<file path="src/rtl/router_pkt_tx.sv">
// router_pkt_tx: packet transmitter / traffic generator for the router 1x3 input side.
// Sends a header byte {pkt_len, dest_addr}, pkt_len pattern bytes (incrementing or
// 8-bit Fibonacci LFSR), then the XOR parity byte, honouring busy back-pressure.
// After the parity byte it idles GAP_CYCLES cycles, watching err, then pulses done.
// Optional macro ROUTER_PKT_TX_PARITY_CORRUPT_EN adds a 'corrupt' input that flips
// bit 0 of the transmitted parity byte for error injection.
module router_pkt_tx #(
    parameter int GAP_CYCLES  = 2,
    parameter int STALL_LIMIT = 1024
) (
    input  logic        clk,
    input  logic        rst,
    input  logic        start,
    input  logic [1:0]  dest_addr,
    input  logic [5:0]  pkt_len,
    input  logic [7:0]  seed,
    input  logic        pat_mode,
    input  logic        busy,
    input  logic        err,
`ifdef ROUTER_PKT_TX_PARITY_CORRUPT_EN
    input  logic        corrupt,
`endif
    output logic [7:0]  data_in,
    output logic        pkt_valid,
    output logic        active,
    output logic        done,
    output logic        cfg_err,
    output logic        err_seen,
    output logic        stall_flag,
    output logic [15:0] pkt_count
);

    typedef enum logic [2:0] {
        S_IDLE,
        S_HEADER,
        S_PAYLOAD,
        S_PARITY,
        S_GAP
    } state_t;

    state_t      r_state;
    state_t      w_next_state;
    logic [1:0]  r_addr;
    logic [5:0]  r_len;
    logic        r_mode;
    logic [7:0]  r_pat;
    logic [5:0]  r_remaining;
    logic [7:0]  r_parity;
    logic [3:0]  r_gap_cnt;
    logic [15:0] r_stall_cnt;
    logic        r_done;
    logic        r_cfg_err;
    logic        r_err_seen;
    logic        r_stall_flag;
    logic [15:0] r_pkt_count;
    logic [7:0]  w_data;
    logic        w_valid;
    logic        w_cfg_ok;
    logic        w_sending;
    logic [7:0]  w_lfsr_next;
    logic [7:0]  w_pat_next;
    logic [7:0]  w_corrupt_mask;

    assign w_cfg_ok    = (dest_addr != 2'd3) && (pkt_len != 6'd0);
    assign w_sending   = (r_state == S_HEADER) || (r_state == S_PAYLOAD) || (r_state == S_PARITY);
    // Taps x^8+x^6+x^5+x^4+1: feedback from bits 7,5,4,3, shifted in at bit 0.
    assign w_lfsr_next = {r_pat[6:0], r_pat[7] ^ r_pat[5] ^ r_pat[4] ^ r_pat[3]};
    assign w_pat_next  = r_mode ? w_lfsr_next : (r_pat + 8'd1);

`ifdef ROUTER_PKT_TX_PARITY_CORRUPT_EN
    logic r_corrupt;

    // Capture the error-injection request alongside the packet configuration.
    always_ff @(posedge clk) begin
        if (rst) begin
            r_corrupt <= 1'b0;
        end else if (r_state == S_IDLE && start && w_cfg_ok) begin
            r_corrupt <= corrupt;
        end
    end

    assign w_corrupt_mask = {7'd0, r_corrupt};
`else
    assign w_corrupt_mask = 8'h00;
`endif

    // State register.
    always_ff @(posedge clk) begin
        // NOTE: sequential state always uses non-blocking (<=) so every register
        // samples pre-edge values regardless of statement order.
        if (rst) r_state <= S_IDLE;
        else     r_state <= w_next_state;
    end

    // Next-state logic and the byte presented to the router; a byte only moves on when busy is low.
    always_comb begin
        // NOTE: defaults first so no path leaves a signal unassigned (no latches).
        w_next_state = r_state;
        w_data       = 8'h00;
        w_valid      = 1'b0;
        case (r_state)
            S_IDLE: begin
                if (start && w_cfg_ok) w_next_state = S_HEADER;
            end
            S_HEADER: begin
                w_data  = {r_len, r_addr};
                w_valid = 1'b1;
                if (!busy) w_next_state = S_PAYLOAD;
            end
            S_PAYLOAD: begin
                w_data  = r_pat;
                w_valid = 1'b1;
                if (!busy && r_remaining == 6'd1) w_next_state = S_PARITY;
            end
            S_PARITY: begin
                w_data = r_parity ^ w_corrupt_mask;
                if (!busy) w_next_state = S_PARITY == r_state ? S_GAP : S_IDLE;
            end
            S_GAP: begin
                if (r_gap_cnt == 4'd0) w_next_state = S_IDLE;
            end
            default: w_next_state = S_IDLE;
        endcase
    end

    // Packet datapath: config latch, pattern, parity accumulation, gap timing and status flags.
    always_ff @(posedge clk) begin
        if (rst) begin
            r_addr       <= 2'd0;
            r_len        <= 6'd0;
            r_mode       <= 1'b0;
            r_pat        <= 8'h00;
            r_remaining  <= 6'd0;
            r_parity     <= 8'h00;
            r_gap_cnt    <= 4'd0;
            r_done       <= 1'b0;
            r_cfg_err    <= 1'b0;
            r_err_seen   <= 1'b0;
            r_pkt_count  <= 16'd0;
        end else begin
            r_done    <= 1'b0;
            r_cfg_err <= 1'b0;
            case (r_state)
                S_IDLE: begin
                    if (start && w_cfg_ok) begin
                        r_addr      <= dest_addr;
                        r_len       <= pkt_len;
                        r_mode      <= pat_mode;
                        // An all-zero LFSR would lock up, so seed 0 becomes 1 in LFSR mode.
                        r_pat       <= (pat_mode && seed == 8'h00) ? 8'h01 : seed;
                        r_remaining <= pkt_len;
                        r_parity    <= {pkt_len, dest_addr};
                        r_err_seen  <= 1'b0;
                    end else if (start) begin
                        r_cfg_err <= 1'b1;
                    end
                end
                S_PAYLOAD: begin
                    if (!busy) begin
                        r_parity    <= r_parity ^ r_pat;
                        r_pat       <= w_pat_next;
                        r_remaining <= r_remaining - 6'd1;
                    end
                end
                S_PARITY: begin
                    if (!busy) r_gap_cnt <= 4'(GAP_CYCLES - 1);
                end
                S_GAP: begin
                    if (err) r_err_seen <= 1'b1;
                    if (r_gap_cnt == 4'd0) begin
                        r_done      <= 1'b1;
                        r_pkt_count <= r_pkt_count + 16'd1;
                    end else begin
                        r_gap_cnt <= r_gap_cnt - 4'd1;
                    end
                end
                default: ;
            endcase
        end
    end

    // Consecutive-busy watchdog; the flag is sticky until the next accepted start.
    always_ff @(posedge clk) begin
        if (rst) begin
            r_stall_cnt  <= 16'd0;
            r_stall_flag <= 1'b0;
        end else if (r_state == S_IDLE && start && w_cfg_ok) begin
            r_stall_cnt  <= 16'd0;
            r_stall_flag <= 1'b0;
        end else if (w_sending && busy) begin
            if (r_stall_cnt == 16'(STALL_LIMIT - 1)) r_stall_flag <= 1'b1;
            if (r_stall_cnt != 16'hFFFF) r_stall_cnt <= r_stall_cnt + 16'd1;
        end else begin
            r_stall_cnt <= 16'd0;
        end
    end

    assign data_in    = w_data;
    assign pkt_valid  = w_valid;
    assign active     = (r_state != S_IDLE);
    assign done       = r_done;
    assign cfg_err    = r_cfg_err;
    assign err_seen   = r_err_seen;
    assign stall_flag = r_stall_flag;
    assign pkt_count  = r_pkt_count;

endmodule
</file>
<file path="config.mk">
export PLATFORM = sky130hd
export DESIGN_NAME = router_pkt_tx
export DESIGN_NICKNAME = d
export VERILOG_FILES = /design/src/rtl/router_pkt_tx.sv
export SDC_FILE = /design/constraint.sdc
export NUM_CORES = 1
export LEC_CHECK = 0
export CORE_MARGIN = 10
export CORE_UTILIZATION = 35
export DETAILED_ROUTE_END_ITERATION = 7
export GPL_TIMING_DRIVEN = 0
export PLACE_DENSITY = 0.68
export SETUP_SLACK_MARGIN = 0.4
export SYNTH_ARGS = -nofsm -noshare
export SYNTH_HDL_FRONTEND = slang
export SYNTH_SLANG_ARGS = --single-unit
</file>
<file path="constraint.sdc">
create_clock -name clk -period 2.1 [get_ports clk]
set_input_delay 0.21 -clock clk [delete_from_list [all_inputs] [get_ports clk]]
set_output_delay 0.21 -clock clk [all_outputs]
set_load 0.01 [all_outputs]
</file>
==> qor.txt <==
Status: finished, final reports clean
Leakage power: 2.440 nW
Met2 routed wirelength: 7228 um
Met3 Wirelength: 1029 um
Total GRT Usage: 16.42%
Fin Clk Skew: 0.01054 ns
First-pass GRT wire length: 21,760 um
Post-synth EDFFs: 0
PwrDens: 1134 nW/um^2
Dominant synthesized flop cell: dfxtp_1
Worst skew pair latency: 0.33 ns
WL/cell: 19.22 um
Sequential cell area fraction in the yosys report: 37.28%
RePlAce Congestion: 0.8764
DRC violations left: 0
Hold Crit Class: input pin to flop
Initial core utilization: 36.18%
Sw Share: 36.34%
Worst Path Required: 2.28 ns
Max_slew headroom: 56.85%
Port bufs: 51
Type of origin of the critical path: flop
Data arrival, critical path: 2.25 ns
Hold Path Depth: 3
Hpwl dp: 8391 um
Sink Count: 74
Layout fillers: 884
H-tree levels: 3
Cell Rows: 38
Share of cells above drive strength 1: 37.00%
1st-pass router iterations: 5
Classification of the worst setup path: flop to flop
Area grow syn2layout: 59.13%
Yosys reg bits: 74
Comb pwr share: 53.6%
Maximum clock rate: 0.4841 GHz
Root Driver: clkbuf_16
Post-Synthesis Cells: 495
DRT antenna net count: 0
Number of global-route vias before repair: 4,137
I/O pin cnt: 52
Max Used Layer: met4
Distinct cells, synth: 59
Post-DR vias/cell: 5.652
Final Hold Viols: 0
Setup crit end kind: flop
Synthesized area: 3974 um^2
Routed wire length: 14,740 um
Final nets: 650
Syn nets: 523
Metal1 wirelength: 5870 um
Slew Viols, Final: 0
CTS buffer count: 9
Power Total: 7.174 mW
Synth warn: 0
Die X: 126.6 um
Tmin final: 2.066 ns
Peak VDD IR: 555.1 uV
Flop pwr share: 24.4%
Max_cap viols: 0
P_sw: 2.607 mW
Sequential cell area: 1493 um^2
Fin util: 57.58%
Setup TNS Final: 0 ns
Initial antenna violation count: 0
Crit-path max FO: 6
Final Cycle Share: 98.37%
CTS tree: built
Inserted Diodes: 0
Via count: 4,335
R2R cell count: 11
Mean Syn Cell Area: 8.028 um^2
Worst-margin pin slew: 0.6473 ns
DR iter-0 viols: 425
Multi-input combinational cell area: 2770 um^2
Clock share of power: 22.0%
Core area: 10,980 um^2
Die H: 126.6 um
Grt total ovfl: 0
Largest net degree at the start of global routing: 14
Post-synth ARST share: 0%
Die area: 16,020 um^2
RSZ-0062 raised after global routing: true
Int Pwr: 4.567 mW
Clock transition at the registers of the reported paths: 0.06 ns
# setup viols final: 0
CTS Buffer Depth: 2
## what timing repair did
item	CTS	global route
endpoints found under the hold margin	0	0
gates resized for setup	173	106
pin swaps	34	34
buffers inserted	38	18
cloned	7	2
endpoints found under the setup margin	75	81
hold buffers	0	0
## cell usage after synthesis, types with 4 or more instances
cell      number  area share [%]
nor2_1        60             5.7
mux2_2         7             2.0
nand4_1        9             1.4
nor2b_1        9             1.4
nand2b_1      11             1.7
nor3_1        14             1.8
nand2_1       45             4.3
dfxtp_1       74              37
inv_1         15             1.4
mux2i_1       17             4.3
o21ai_0       31             3.9
a21oi_1       36             4.5
o211ai_1       5            0.94
clkbuf_1      28             2.6
or3_1          4            0.63
buf_2          4            0.50
xnor2_1       19             4.2
xor2_1         7             1.5
and3_1         7             1.1
a211oi_1      10             1.9
a22oi_1        8             1.5
nor4_1         4            0.63
ha_1           6             1.9
nand3_1       15             1.9
## logic make-up (layout without fill, tap and decap cells)
family	Yosys count	after routing	share of synthesized area [%]
fa+ha+maj	6	6	1.889
buf+inv	50	182	5.226
flops	74	74	37.28
mux	24	24	6.266
compound gates	115	115	18.07
simple gates	200	200	25.54
xor+xnor	26	26	5.731
## worst max-delay path, cell delays in order (launching register included)
cell and delay, ns:
dfxtp_2 0.33, buf_6 0.12, buf_6 0.11, buf_6 0.11, nor3_4 0.23, buf_6 0.14, o211a_4 0.18, buf_6 0.11
nor2_4 0.06, clkbuf_8 0.16, a21oi_1 0.23, o32ai_2 0.13
## cells in the final DEF (no fill, tap or decap), drive strengths merged, types with 4 or more instances in the layout
cell and instances:
inv 15, nand2 45, a22oi 8, nor3 16, clkdlybuf4s50 35, xnor2 19, nor2 60, nor4 5
buf 88, nand3 15, mux2 7, nor2b 9, and3 7, mux2i 17, ha 6, xor2 7
dfxtp 74, o21ai 31, a21oi 36, nand2b 11, or3 4, a211oi 10, nand4 9, o211ai 5
clkinv 5, clkbuf 33
## flip-flops by register name, indices dropped and copies added, names as in the netlist, 2 cells and up
name and count:
r_addr 2, r_stall_cnt 16, r_state 3, r_pat 8, r_len 6, r_parity 8, r_gap_cnt 4, pkt_count 16
r_remaining 6
## metrics by stage
| stage | hold slack, ns | setup slack (ns) | std cells | instance area [um^2] |
|---|---|---|---|---|
| floorplan | 0.3460 | 0.1549 | 495 | 4055 |
| global placement | 0.4615 | -0.5190 | 686 | 4741 |
| detailed placement | 0.4763 | -0.5402 | 686 | 4741 |
| CTS | 0.1580 | 0.08199 | 747 | 5852 |
| global route | 0.1931 | -0.03009 | 767 | 6324 |
| finish | 0.1871 | 0.03416 | 767 | 6324 |
## power by group through the flow
| stage | sequential [mW] | clock [mW] | combinational (mW) |
|---|---|---|---|
| after floorplan | 1.69 | 0 | 1.32 |
| after global placement | 1.72 | 0 | 1.83 |
| after detailed placement | 1.73 | 0 | 1.86 |
| after CTS | 1.71 | 1.60 | 2.93 |
| after global routing | 1.76 | 1.65 | 4.01 |
| final | 1.75 | 1.58 | 3.84 |
## layer usage
metal / global-route usage [%] / up-vias
met1: 19.49 / 2069
met4: 5.425 / 0
li1: - / 2002
met2: 28.13 / 204
met3: 4.207 / 60
met5: 0 / -
## worst paths after layout
kind	from	to	slack, ns
setup reg to reg	r_state[1]	r_parity[5]	0.03
hold reg to reg	r_gap_cnt[0]	r_gap_cnt[0]	0.49
setup / recovery	r_state[1]	r_parity[5]	0.03
hold / removal	pkt_len[0]	r_remaining[0]	0.19
## cell type report
class	count	area share, %
Sequential cell	74	23.61
Tap cell	140	2.770
Multi-Input combinational cell	371	43.81
Clock inverter	6	1.049
Buffer	35	6.272
Inverter	15	0.8904
Clock buffer	10	3.779
Timing Repair Buffer	116	17.83
No activity file was read; power rests on OpenSTA's default activity.
